[config.mk]
export PLATFORM = sky130hd
export DESIGN_NAME = countdown_sequencer
export DESIGN_NICKNAME = d
export VERILOG_FILES = /design/src/rtl/countdown_pkg.sv /design/src/rtl/countdown_prescaler.sv /design/src/rtl/countdown_sequencer.sv
export SDC_FILE = /design/constraint.sdc
export NUM_CORES = 1
export LEC_CHECK = 0
export ABC_AREA = 1
export CAP_MARGIN = 20
export CORE_AREA = 2 2 42 83
export CTS_BUF_LIST = sky130_fd_sc_hd__clkbuf_16
export CTS_CLUSTER_SIZE = 16
export DETAILED_ROUTE_END_ITERATION = 12
export DIE_AREA = 0 0 44 85
export HOLD_SLACK_MARGIN = 0.03
export SYNTH_ARGS = -nofsm -noshare
export SYNTH_HDL_FRONTEND = slang
export SYNTH_HIERARCHICAL = 1
export SYNTH_SLANG_ARGS = --single-unit
[constraint.sdc]
create_clock -name clk -period 1.9 [get_ports clk]
set_input_delay 0.285 -clock clk [delete_from_list [all_inputs] [get_ports clk]]
set_output_delay 0.285 -clock clk [all_outputs]
set_load 0.01 [all_outputs]
[src/rtl/countdown_pkg.sv]
// Shared types and default widths for the countdown sequencer.
package countdown_pkg;

  localparam int DEFAULT_BIT_WIDTH      = 5;
  localparam int DEFAULT_PRESCALE_WIDTH = 4;

  typedef enum logic [1:0] {
    IDLE = 2'd0,
    RUN  = 2'd1,
    DONE = 2'd2
  } state_t;

endpackage

[src/rtl/countdown_prescaler.sv]
// Down-counting prescaler: load has priority over enable, zero flag marks a tick slot.
module countdown_prescaler
  import countdown_pkg::*;
#(
  parameter int PRESCALE_WIDTH = DEFAULT_PRESCALE_WIDTH
) (
  input  logic                      clk,
  input  logic                      rstn,
  input  logic                      clr,
  input  logic                      load,
  input  logic                      en,
  input  logic [PRESCALE_WIDTH-1:0] reload_value,
  output logic                      zero
);

  localparam logic [PRESCALE_WIDTH-1:0] PZERO_C = {PRESCALE_WIDTH{1'b0}};
  localparam logic [PRESCALE_WIDTH-1:0] PONE_C  = PRESCALE_WIDTH'(1);

  logic [PRESCALE_WIDTH-1:0] count_r;

  assign zero = (count_r == PZERO_C);

  // Prescaler count register
  always_ff @(posedge clk) begin
    if (!rstn) begin
      count_r <= PZERO_C;
    end else if (clr) begin
      count_r <= PZERO_C;
    end else if (load) begin
      count_r <= reload_value;
    end else if (en && !zero) begin
      count_r <= count_r - PONE_C;
    end else begin
      count_r <= count_r;
    end
  end

endmodule

[src/rtl/countdown_sequencer.sv]
// Prescaled countdown sequencer (IDLE/RUN/DONE). Optional auto-reload in DONE is
// enabled by defining COUNTDOWN_AUTO_RELOAD_EN.
module countdown_sequencer
  import countdown_pkg::*;
#(
  parameter int BIT_WIDTH      = DEFAULT_BIT_WIDTH,
  parameter int PRESCALE_WIDTH = DEFAULT_PRESCALE_WIDTH
) (
  input  logic                      clk,
  input  logic                      rstn,
  input  logic                      start,
  input  logic [BIT_WIDTH-1:0]      load_count,
  input  logic [PRESCALE_WIDTH-1:0] prescale,
  input  logic                      dec_en,
  input  logic                      abort,
`ifdef COUNTDOWN_AUTO_RELOAD_EN
  input  logic                      auto_reload,
`endif
  output logic                      busy,
  output logic                      tick,
  output logic [BIT_WIDTH-1:0]      out,
  output logic                      done
);

  localparam logic [BIT_WIDTH-1:0]      ZERO_C  = {BIT_WIDTH{1'b0}};
  localparam logic [BIT_WIDTH-1:0]      ONE_C   = BIT_WIDTH'(1);
  localparam logic [PRESCALE_WIDTH-1:0] PZERO_C = {PRESCALE_WIDTH{1'b0}};

  state_t                    state_r, state_nxt_s;
  logic [BIT_WIDTH-1:0]      out_r, out_nxt_s;
  logic [PRESCALE_WIDTH-1:0] reload_r, reload_nxt_s, presc_val_s;
  logic                      presc_load_s, presc_clr_s, presc_en_s, presc_zero_s;
  logic                      tick_s, done_s;
`ifdef COUNTDOWN_AUTO_RELOAD_EN
  logic [BIT_WIDTH-1:0]      latched_r, latched_nxt_s;
`endif

  assign presc_en_s = (state_r == RUN) && dec_en;

  countdown_prescaler #(
    .PRESCALE_WIDTH(PRESCALE_WIDTH)
  ) u_prescaler (
    .clk         (clk),
    .rstn        (rstn),
    .clr         (presc_clr_s),
    .load        (presc_load_s),
    .en          (presc_en_s),
    .reload_value(presc_val_s),
    .zero        (presc_zero_s)
  );

  // State, remaining count and prescale reload registers
  always_ff @(posedge clk) begin
    if (!rstn) begin
      state_r  <= IDLE;
      out_r    <= ZERO_C;
      reload_r <= PZERO_C;
    end else begin
      state_r  <= state_nxt_s;
      out_r    <= out_nxt_s;
      reload_r <= reload_nxt_s;
    end
  end

`ifdef COUNTDOWN_AUTO_RELOAD_EN
  // Latched start count, replayed on each auto-reload
  always_ff @(posedge clk) begin
    if (!rstn) begin
      latched_r <= ZERO_C;
    end else begin
      latched_r <= latched_nxt_s;
    end
  end
`endif

  // Next-state, count update and strobes; abort outranks any tick or done
  always_comb begin
    state_nxt_s  = state_r;
    out_nxt_s    = out_r;
    reload_nxt_s = reload_r;
    presc_val_s  = reload_r;
    presc_load_s = 1'b0;
    presc_clr_s  = 1'b0;
    tick_s       = 1'b0;
    done_s       = 1'b0;
`ifdef COUNTDOWN_AUTO_RELOAD_EN
    latched_nxt_s = latched_r;
`endif
    case (state_r)
      IDLE: begin
        if (start) begin
          out_nxt_s    = load_count;
          reload_nxt_s = prescale;
          presc_val_s  = prescale;
          presc_load_s = 1'b1;
`ifdef COUNTDOWN_AUTO_RELOAD_EN
          latched_nxt_s = load_count;
`endif
          state_nxt_s  = (load_count == ZERO_C) ? DONE : RUN;
        end else begin
          state_nxt_s = IDLE;
        end
      end
      RUN: begin
        if (abort) begin
          state_nxt_s = IDLE;
          out_nxt_s   = ZERO_C;
          presc_clr_s = 1'b1;
        end else if (dec_en && presc_zero_s) begin
          tick_s       = 1'b1;
          presc_load_s = 1'b1;
          // Saturate at zero so the count can never wrap
          if (out_r <= ONE_C) begin
            out_nxt_s   = ZERO_C;
            state_nxt_s = DONE;
          end else begin
            out_nxt_s   = out_r - ONE_C;
            state_nxt_s = RUN;
          end
        end else begin
          state_nxt_s = RUN;
        end
      end
      DONE: begin
        if (abort) begin
          state_nxt_s = IDLE;
          out_nxt_s   = ZERO_C;
          presc_clr_s = 1'b1;
        end else begin
          done_s = 1'b1;
`ifdef COUNTDOWN_AUTO_RELOAD_EN
          if (auto_reload) begin
            out_nxt_s    = latched_r;
            presc_load_s = 1'b1;
            state_nxt_s  = (latched_r == ZERO_C) ? DONE : RUN;
          end else begin
            state_nxt_s = IDLE;
          end
`else
          state_nxt_s = IDLE;
`endif
        end
      end
      default: begin
        state_nxt_s = IDLE;
        out_nxt_s   = ZERO_C;
        presc_clr_s = 1'b1;
      end
    endcase
  end

  assign busy = (state_r != IDLE);
  assign tick = tick_s;
  assign done = done_s;
  assign out  = out_r;

endmodule
* Yosys cells after proc, flatten, opt, wreduce, memory -nomap -nowiden
Index checks and enable logic that the tools add are counted.
** Word-level totals
- Bits of input ports :: 14
- Bits in registers :: 15
** Cells by class
- Reduce and logical (&&, ||, !) cells :: 12
- Multiplexer cells :: 25
- Add/subtract/negate cells :: 2
- Equal/unequal tests :: 5
- Bitwise logic cells :: 1
- $lt $le $gt $ge :: 1
** Operators by type and width (number)
- 5-bit two-way mux :: 5
- 4-bit two-way mux :: 4
- 5-bit case mux with 3 select lines :: 1
- 2-bit two-way mux :: 5
- 1-bit two-way mux :: 7
- 5-bit by 1-bit less-or-equal comparator with 1-bit output, second input constant :: 1
- 5-bit zero test :: 1
- 5-bit by 1-bit subtractor with 5-bit output, second input constant :: 1
- 4-bit zero test :: 1
- 2-bit != test, second input constant :: 2
- 1-bit case mux with 2 select lines :: 2
- 2-bit case mux with 2 select lines :: 1
- 2-bit nonzero test :: 2
- 2-bit OR reduction :: 2
- 4-bit by 1-bit subtractor with 4-bit output, second input constant :: 1
- 1-bit logical AND :: 3
- 3-bit by 2-bit != test with 1-bit output, second input constant :: 1
- 3-bit AND reduction :: 1
- 2-bit by 1-bit equality test with 1-bit output, second input constant :: 1
- 2-bit equality test, second input constant :: 1
- 2-bit zero test :: 1
- 1-bit zero test :: 1
- 1-bit inverter :: 1

* Logic depth before layout (Yosys ltp)
Gate-level depths: netlist of run 1.
- Word-level depth :: 6
- Gate-level depth with buffers :: 12

* By module
Netlist of run 1, hierarchy kept.
** Modules (own cells, without submodules)
- countdown_sequencer :: times used 1, area an instance 765.7 um2, cells each 117
- countdown_prescaler :: times used 1, area an instance 286.5 um2, cells each 48

* Least setup slack after synthesis of run 1
Ideal clock, no wire load.
- Path kind :: register to register
- From :: register u_prescaler.count_r[0]
- To :: register u_prescaler.count_r[0]
- Setup time :: 0.119 ns
- Data arrival time :: 1.691 ns
- Data required time :: 1.781 ns
- Path buffers :: 0
- Stages on the path, launching flop included :: 12
- Setup slack :: 0.090 ns
- Cell sequence :: dfxtp_1 > inv_1 > ha_1 > nand2_2 > inv_1 > nand2_1 > o21ai_0 > inv_2 > nor2_1 > nor2_1 > o21ai_1 > nor2_1
** On the way
- Word-level cells in the longest chain between the ends :: 6
- Elaborated cells between the ends (all ways) :: 11
- Those cells by class :: 1 x add/sub; 5 x mux; 5 x reduce/logical
** Ends and longest elaborated chain
- start, declared :: RTL line countdown_prescaler.sv:19 : logic [PRESCALE_WIDTH-1:0] count_r;
- start signal, assigned :: RTL line countdown_prescaler.sv:30 : count_r <= reload_value;
- start signal, assigned :: RTL line countdown_prescaler.sv:32 : count_r <= count_r - PONE_C;
- start signal, assigned :: RTL line countdown_prescaler.sv:34 : count_r <= count_r;
- 4-bit zero test (*) :: RTL line countdown_prescaler.sv:21 : assign zero = (count_r == PZERO_C);
- named net presc_zero_s :: RTL line countdown_sequencer.sv:32 : logic presc_load_s, presc_clr_s, presc_en_s, presc_zero_s;
- 1-bit logical AND (*) :: RTL line countdown_sequencer.sv:109 : end else if (dec_en && presc_zero_s) begin
- 1-bit two-way mux (*) :: RTL line countdown_sequencer.sv:109
- 1-bit two-way mux (*) :: RTL line countdown_sequencer.sv:105 : if (abort) begin
- 1-bit case mux with 2 select lines (*) :: RTL line countdown_sequencer.sv:89 : case (state_r)
- named net presc_load_s :: RTL line countdown_sequencer.sv:32
- 4-bit two-way mux / 2-bit nonzero test (equally long branches)
Mark *: on every way through the listed nets, which the timed path passes. The rest lies on a longest branch. The select of a mux whose other input is x is not followed.
A chain may end at the register's enable or synchronous reset.

* Final worst setup path of run 1
- From :: register u_prescaler.count_r[0]
- To :: output tick
** On the way
- Word-level cells in the longest chain between the ends :: 5
** Ends and longest elaborated chain
- 4-bit zero test :: RTL line countdown_prescaler.sv:21
- named net presc_zero_s :: RTL line countdown_sequencer.sv:32
- 1-bit logical AND :: RTL line countdown_sequencer.sv:109
- 1-bit two-way mux :: RTL line countdown_sequencer.sv:109
- 1-bit two-way mux :: RTL line countdown_sequencer.sv:105
- 1-bit two-way mux :: RTL line countdown_sequencer.sv:89
- end, declared :: RTL line countdown_sequencer.sv:20 : output logic tick,
The timed path passes the listed nets, and every way through them passes these cells.

==> impl_results.md, run 1 <==
* Status: finished clean
* Global-route wire length before repair at 4.35 mm
* Setup Viol. Count Final at 0
* Post-Syn Nets at 185
* Sink Count at 15
* P per Cell Area at 834 nW/um2
* Post-Synthesis Cells at 165
* Most frequent CP cell: inv_1
* TNS Setup at 0 ns
* Hold WC Path Type: reg2reg
* Worst Max-Slew Pin Slew at 0.436 ns
* Slew Limit Fails at 0
* Period utilization at 0.935
* Hold buffers post-CTS at 0
* CTS H-tree lvls at 1
* WP buf/inv at 3
* Data arrival, critical path at 1.49 ns
* Max transition margin at 0.709
* Most common cell after layout, fill and taps aside: nand2_1
* Root Driver: clkbuf_16
* Worst Skew at 0.000936 ns
* DP Wirelength at 2.16 mm
* Clock slew seen by the registers of the worst setup and hold paths at 0.05 ns
* CTS tree: yes
* Critical path data required time at 1.62 ns
* Leak at 0.716 nW
* Synth warn at 6
* GPL Wtd Cong at 0.876
* DR vias/cell at 4.83
* Vias in the first global route at 1029
* # fillers at 355
* Initial Util at 0.337
* Seq. cell area at 300 um2
* DIE WIDTH at 44 um
* Startpoint types: flip-flop
* Worst path max stage delay at 0.31 ns
* Final Hold Viols at 0
* Postcts setup bufs at 0
* Setup Crit Path Kind: reg2out
* Number of diodes at 0
* Syn avg cell area at 6.38 um2
* Setup crit end kind: primary output
* Die Footprint at 3740 um2
* Layout area overhead at 35.2%
* Maximum clock insertion buffer count at 2
* Die Y at 85 um
* RSZ-0062 raised after global routing: false
* DR WL/cell at 11.8 um
* Largest net degree at the start of global routing at 12
* Crit-path max FO at 3
* Layout net count at 214
* Hold_ws at 0.503 ns
* Commonest cells after routing, fill and taps aside: nand2_1, inv_1, clkdlybuf4s50_1
* Remaining DRCs at 0
* Min cycle time layout at 1.78 ns
* Synth Register Bits at 15
* Drt first pass iters at 5
* Final ANT Viol Nets at 0
* Cell Chain, Critical Path: inv_1, ha_1, nand2_2, inv_1, nand2_1, nor2_2, dlygate4sd2_1
* Synth cell types at 24
* Synth Cell Area at 1050 um2
* Synth async-reset ratio at 0
* Number of flops mapped to enable cells by yosys at 0
* Total length of routed wires at 2.65 mm
* Later-pin clock latency in the skew report at 0.24 ns
* Core box area at 3120 um2
* Num CTS Buffers at 3
* Slowest-stage cell, CP: dfxtp_1
* Total track usage at 0.154
* Post-synthesis sequential area ratio at 0.285
* Maxcap violations at 0
* Peak VDD IR at 0.000501 V
* Initial antenna violation count at 0
* Share of layout cells above drive strength 1 at 0.166
* Area of the multi-input gates at 644 um2
* Main flop type after synthesis: dfxtp_1
* Vias at 1081
* Iter 0 DRT Violations at 26
* Maximum clock frequency at 563 MHz
* Row cnt at 29
* Port buffer count at 21
* Grt ovf at 0
* Num ports at 22
* Cell family with most CP delay: buffers and inverters
[cell families after synthesis]
group	count (synthesis)	share of synthesized area
AOI/OAI and AO/OA	18	0.105
xor gates and xnor gates	1	0.00832
adders and majority gates	6	0.0713
DFF	15	0.285
buffers and inverters	30	0.117
and+or+nand+nor	95	0.414
[flip-flops by register name (all words and copies together) (netlist names)]
signal and flops:
state_r 2, u_prescaler/count_r 4, reload_r 4, out 5
[routing by layer]
| metal | vias to the layer above | wire [um] | GRT usage |
|---|---|---|---|
| met5 | - | 0 | 0 |
| met4 | 0 | 39 | 0.0661 |
| met3 | 4 | 111 | 0.0213 |
| met2 | 29 | 1520 | 0.291 |
| met1 | 489 | 970 | 0.157 |
| li1 | 559 | - | - |
[Yosys cell counts, types with 2 or more instances]
| master | instances | area share |
|---|---|---|
| nand2_1 | 50 | 0.18 |
| nand2_2 | 5 | 0.030 |
| nor3_1 | 2 | 0.0095 |
| or2_1 | 3 | 0.018 |
| nor2_1 | 16 | 0.057 |
| nand3_1 | 10 | 0.048 |
| inv_2 | 3 | 0.011 |
| nand2_4 | 3 | 0.032 |
| dfxtp_1 | 15 | 0.29 |
| ha_1 | 6 | 0.071 |
| o21ai_0 | 7 | 0.033 |
| a21oi_1 | 4 | 0.019 |
| or2_2 | 2 | 0.012 |
| nand3b_1 | 2 | 0.014 |
| inv_1 | 24 | 0.086 |
| a21oi_2 | 5 | 0.042 |
[layout make-up]
class                      count  area share
sequential                    15       0.211
multi-input combinational    120       0.453
inverter                      28      0.0756
timing repair buffer          26       0.177
clock inverter                 1     0.00352
tap                           31      0.0273
clock buffer                   3      0.0528
[worst reg2reg max path, stage by stage (launching register included)]
cell and delay (ns):
dfxtp_1 0.33, inv_1 0.09, ha_4 0.20, nand2_4 0.06, inv_1 0.09, or2_2 0.28
o21ai_0 0.12, inv_1 0.07, nor2_1 0.10, nor2_1 0.05, o21ai_1 0.07, nor2_1 0.05
[final timing paths]
path                                            start                             endpoint  slack (ns)  cells after the start
hold reg to reg   u_prescaler/count_r[1]$_SDFFE_PP0P_  u_prescaler/count_r[1]$_SDFFE_PP0P_        0.50                      2
setup reg to reg                state_r[1]$_SDFF_PN0_  u_prescaler/count_r[0]$_SDFFE_PP0P_        0.28                     11
setup / recovery  u_prescaler/count_r[0]$_SDFFE_PP0P_                                 tick        0.12                      7
hold / removal    u_prescaler/count_r[1]$_SDFFE_PP0P_  u_prescaler/count_r[1]$_SDFFE_PP0P_        0.50                      2
[report_power, final]
group	switching [mW]	leakage (nW)	internal, mW
clock network	0.129	0.0409	0.281
logic	0.227	0.552	0.175
registers	0.0267	0.123	0.348
[stage by stage]
stage,worst slack (ns),cells,cell area [um2],util,total power [mW]
2_1_floorplan,0.0905,165,1050,-,0.645
6_report,0.124,224,1420,0.456,1.19
5_1_grt,0.0173,224,1420,0.456,1.26
4_1_cts,0.0237,224,1420,0.453,1.20
3_5_place_dp,0.0208,220,1320,0.424,0.777
3_3_place_gp,0.0109,220,1320,0.424,0.768
[timing repair]
item / CTS / global route
setup endpoints to repair: 2 / 3
pin swaps: 0 / 0
gates resized for setup: 3 / 3
Note: power is estimated with default switching activity, not from simulation.
==> run 2, diff against run 1 <==
--- a/config.mk
+++ b/config.mk
@@ -12,6 +12,7 @@
 export CTS_CLUSTER_SIZE = 16
 export DETAILED_ROUTE_END_ITERATION = 12
 export DIE_AREA = 0 0 44 85
+export GPL_ROUTABILITY_DRIVEN = 0
 export HOLD_SLACK_MARGIN = 0.03
 export SYNTH_ARGS = -nofsm -noshare
 export SYNTH_HDL_FRONTEND = slang
==> constraint.sdc (replaced) <==
create_clock -name clk -period 2.2 [get_ports clk]
set_input_delay 0.33 -clock clk [delete_from_list [all_inputs] [get_ports clk]]
set_output_delay 0.33 -clock clk [all_outputs]
set_load 0.01 [all_outputs]
==> run 2 against run 1 <==
Net effect:
- setup slack better by 0.13 ns
- sequential share of layout area up 0.63 points
- sequential power down 13%
- register-to-register slack better by 0.09 ns
- critical path depth down 3
- largest cell class unchanged
==> impl_results.md, run 2 (same netlist as run 1, synthesis figures left out) <==
* DP Wirelength at 2.09 mm
* Maximum clock frequency at 514 MHz
* Layout area overhead at 31.3%
* Drt first pass iters at 4
* Vias in the first global route at 1066
* P_int at 0.684 mW
* Hold_ws at 0.512 ns
* WL met2 at 1.44 mm
* Crit-path max FO at 8
* Final Hold Viols at 0
* CP startpoint: state_r[0]$_SDFF_PN0_
* Maxcap violations at 0
* Total length of routed wires at 2.56 mm
* Critical path data required time at 1.87 ns
* Startpoint types: flip-flop
* Setup crit end kind: primary output
* Final ANT Viol Nets at 0
* Clock power share at 0.353
* DR vias/cell at 4.93
* Peak VDD IR at 0.000413 V
* DR top layer: met4
* Leak at 0.677 nW
* Worst Skew at 0.00238 ns
* Num CTS Buffers at 3
* Min cycle time layout at 1.95 ns
* Sink Count at 15
* Global-route wire length before repair at 4.31 mm
* Number of diodes at 0
* Vias at 1085
* RSZ-0062 raised after global routing: false
* Slew Limit Fails at 0
* Met3 WL post-DR at 120 um
* Largest net degree at the start of global routing at 12
* Initial antenna violation count at 0
* Status: finished clean
* P per Cell Area at 732 nW/um2
* Root Driver: clkbuf_16
* Share of layout cells above drive strength 1 at 0.148
* Most common cell after layout, fill and taps aside: nand2_1
* Num ports at 22
* Setup Viol. Count Final at 0
* Period utilization at 0.885
* Later-pin clock latency in the skew report at 0.25 ns
* Grt ovf at 0
* CTS tree: yes
* Die Y at 85 um
* Seq pwr share at 0.321
* Sw frac at 0.324
* Port buffer count at 21
* Maximum clock insertion buffer count at 2
* Layout net count at 210
* Clock slew seen by the registers of the worst setup and hold paths at 0.05 ns
* Data arrival, critical path at 1.62 ns
* Min-delay src: u_prescaler/count_r[1]$_SDFFE_PP0P_
* CTS H-tree lvls at 1
* Commonest cells after routing, fill and taps aside: nand2_1, inv_1, clkdlybuf4s50_1
* Die Footprint at 3740 um2
* Setup Crit Path Kind: reg2out
* Worst r2r src: state_r[0]$_SDFF_PN0_
* TNS Setup at 0 ns
* Initial Util at 0.337
* Max transition margin at 0.690
* Remaining DRCs at 0
* Sw power at 0.328 mW
* Max reg flops at 5
* Hold WC Path Type: reg2reg
* DR WL/cell at 11.6 um
* Total track usage at 0.149
* Worst Max-Slew Pin Slew at 0.464 ns
* Postcts setup bufs at 0
* DIE WIDTH at 44 um
* Row cnt at 29
* DRT met1 WL at 928 um
* Comb pwr share at 0.326
* Iter 0 DRT Violations at 17
* Core box area at 3120 um2
run 2: cell count changes in the layout (fill, tap and decap cells not counted), sizes merged:
cell | previous run | this run
buf | 5 | 1
dlygate4sd2 | 1 | 0
dlymetal6s2s | 2 | 1
clkdlybuf4s50 | 18 | 20
run 2: per-layer routing:
metal	GRT usage	vias to the layer above
met3	0.0234	8
met2	0.275	34
met1	0.149	490
met4	0.0771	0
li1	-	553
met5	0	-
run 2: area by class of cell:
type | count | area (um2)
Multi-Input combinational cell | 120 | 634
Clock buffer | 3 | 75.1
Tap cell | 31 | 38.8
Inverter | 28 | 108
Fill cell | 335 | 1740
Timing Repair Buffer | 22 | 220
Sequential cell | 15 | 300
Clock inverter | 1 | 5.00
run 2: per-stage QoR:
stage	power, mW	instance area (um2)	utilization	std cells	worst slack (ns)
2_1_floorplan	0.557	1050	-	165	0.390
3_3_place_gp	0.653	1290	0.415	216	0.224
3_5_place_dp	0.659	1290	0.415	216	0.221
4_1_cts	1.02	1370	0.440	220	0.0157
5_1_grt	1.08	1380	0.443	220	0.166
6_report	1.01	1380	0.443	220	0.253
run 2: worst max-delay path: stages (launching register included):
cell	delay, ns
dfxtp_1	0.33
inv_1	0.06
ha_1	0.34
inv_4	0.10
clkdlybuf4s50_1	0.53
run 2: path summary, 6_finish.rpt:
path	slack (ns)	to	depth (start not counted)
max	0.25	busy	4
min	0.51	u_prescaler/count_r[1]$_SDFFE_PP0P_	2
max reg2reg	0.37	u_prescaler/count_r[0]$_SDFFE_PP0P_	11
min reg2reg	0.51	u_prescaler/count_r[1]$_SDFFE_PP0P_	2
run 2: power by group through the flow:
| stage | clock network (mW) | registers (mW) | logic (mW) |
|---|---|---|---|
| floorplan | 0 | 0.328 | 0.230 |
| global placement | 0 | 0.329 | 0.324 |
| detailed placement | 0 | 0.330 | 0.329 |
| CTS | 0.361 | 0.325 | 0.330 |
| global route | 0.375 | 0.329 | 0.374 |
| finish | 0.357 | 0.325 | 0.329 |
run 2: repair_timing:
action | in CTS | in global routing
hold buffers | 0 | 0
resized for setup | 0 | 3
setup endpoints to repair | 0 | 1
==> run 3, diff against run 2 <==
==> constraint.sdc (replaced) <==
create_clock -name clk -period 2 [get_ports clk]
set_input_delay 0.3 -clock clk [delete_from_list [all_inputs] [get_ports clk]]
set_output_delay 0.3 -clock clk [all_outputs]
set_load 0.01 [all_outputs]
==> run 3 against run 2 <==
Net effect:
- wire length increased by 2.1%
- via count decreased by 0.83%
- die area unchanged
- setup slack got worse by 0.17 ns
==> impl_results.md, run 3 (same netlist as run 1, synthesis figures left out) <==
* Status: finished clean
* Largest net degree at the start of global routing at 12
* CTS H-tree lvls at 1
* DP Area at 1310 um2
* Startpoint types: flip-flop
* Finished Cell Area at 1390 um2
* Worst R2R End: u_prescaler/count_r[0]$_SDFFE_PP0P_
* Num ports at 22
* Clock slew seen by the registers of the worst setup and hold paths at 0.05 ns
* Layout net count at 212
* Slowest-stage cell, CP: clkdlybuf4s50_1
* Final Hold Viols at 0
* Port buffer count at 21
* Most common cell after layout, fill and taps aside: nand2_1
* Remaining DRCs at 0
* R2R setup slack at 0.33 ns
* Worst path max stage delay at 0.52 ns
* Share of layout cells above drive strength 1 at 0.152
* Worst r2r src: state_r[0]$_SDFF_PN0_
* Final ANT Viol Nets at 0
* Setup Crit Path Kind: reg2out
* Root Driver: clkbuf_16
* RSZ-0062 raised after global routing: false
* Hold Path Stages at 2
* DIE WIDTH at 44 um
* Data arrival, critical path at 1.62 ns
* Total track usage at 0.159
* Vias at 1076
* Worst Max-Slew Pin Slew at 0.457 ns
* Num CTS Buffers at 3
* Layout area overhead at 32.1%
* Setup Viol. Count Final at 0
* TNS Setup at 0 ns
* Global-route wire length before repair at 4.52 mm
* Die Footprint at 3740 um2
* Initial Util at 0.337
* Total length of routed wires at 2.62 mm
* Peak VDD IR at 0.000390 V
* Iter 0 DRT Violations at 18
* Cell Chain, Critical Path: inv_1, ha_2, buf_4, inv_4, clkdlybuf4s50_1
* P per Cell Area at 801 nW/um2
* CTS tree: yes
* DR vias/cell at 4.85
* Later-pin clock latency in the skew report at 0.24 ns
* Die Y at 85 um
* Commonest cells after routing, fill and taps aside: nand2_1, inv_1, clkdlybuf4s50_1
* DP Worst Slack at 0.0805 ns
* Worst Skew at 0.00315 ns
* Critical path data required time at 1.70 ns
* Hold buffers post-CTS at 0
* DR WL/cell at 11.8 um
* Vias in the first global route at 1092
* Sw power at 0.358 mW
* Initial antenna violation count at 0
* Row cnt at 29
* Period utilization at 0.958
* Maximum clock frequency at 522 MHz
* P_int at 0.755 mW
* Grt ovf at 0
* Maxcap violations at 0
* Max reg flops at 5
* Crit-path max FO at 5
* Number of diodes at 0
* Leak at 0.672 nW
* Drt first pass iters at 5
* Slew Limit Fails at 0
* Clock power share at 0.346
* Hold path endpoint: out[1]$_SDFFE_PN0P_
* Setup WS post-layout at 0.0839 ns
* Core box area at 3120 um2
* Min cycle time layout at 1.92 ns
* Setup crit end kind: primary output
* DP Wirelength at 2.17 mm
* Hold WC Path Type: reg2reg
* Sw frac at 0.322
* Maximum clock insertion buffer count at 2
* Max transition margin at 0.695
* Hold_ws at 0.517 ns
* Cells on worst reg2reg path at 11
* Comb pwr share at 0.333
* Seq pwr share at 0.321
* Sink Count at 15
* Min-delay src: out[1]$_SDFFE_PN0P_
run 3: what timing repair did:
action	4_1_cts	5_1_grt
setup endpoints to repair	2	0
buffers inserted	0	0
resized for setup	2	0
run 3: power groups by stage:
stage               Clock (mW)  Combinational, mW  Sequential, mW
floorplan                    0              0.253           0.360
global placement             0              0.362           0.362
detailed placement           0              0.369           0.363
CTS                      0.392              0.372           0.358
global route             0.410              0.421           0.362
finish                   0.385              0.370           0.357
run 3: final cells by class:
cell class	instances	area (um2)
clock inverter	1	5.00
clock buffer	3	75.1
sequential	15	300
tap	31	38.8
timing repair buffer	24	231
fill	324	1730
multi-input combinational	120	632
inverter	28	108
run 3: metrics by stage:
stage	cells	util	power (mW)
final	222	0.445	1.11
after global routing	222	0.445	1.19
after CTS	222	0.445	1.12
after detailed placement	218	0.419	0.732
after global placement	218	0.419	0.724
after floorplan	165	-	0.613
run 3: critical path: cells and delay by family, from the launching register on:
family     cells  cell delay [ns]
buf+inv        4             0.81
flops          1             0.33
fa+ha+maj      1             0.23
run 3: worst max-delay path by stage:
stage,start,to,slack (ns),depth (start not counted)
6_report,state_r[0]$_SDFF_PN0_,busy,0.08,5
5_1_grt,state_r[0]$_SDFF_PN0_,busy,0.01,5
4_1_cts,state_r[0]$_SDFF_PN0_,busy,0.07,5
3_5_place_dp,dec_en,tick,0.08,4
3_3_place_gp,dec_en,tick,0.08,4
2_1_floorplan,u_prescaler/count_r[0]$_SDFFE_PP0P_,u_prescaler/count_r[0]$_SDFFE_PP0P_,0.19,11
run 3: routing by layer:
layer / wire length (um) / vias up / global-route usage
met1: 1020 / 492 / 0.166
met3: 78 / 4 / 0.0213
met5: 0 / - / 0
li1: - / 557 / -
met4: 53 / 0 / 0.0771
met2: 1470 / 23 / 0.291
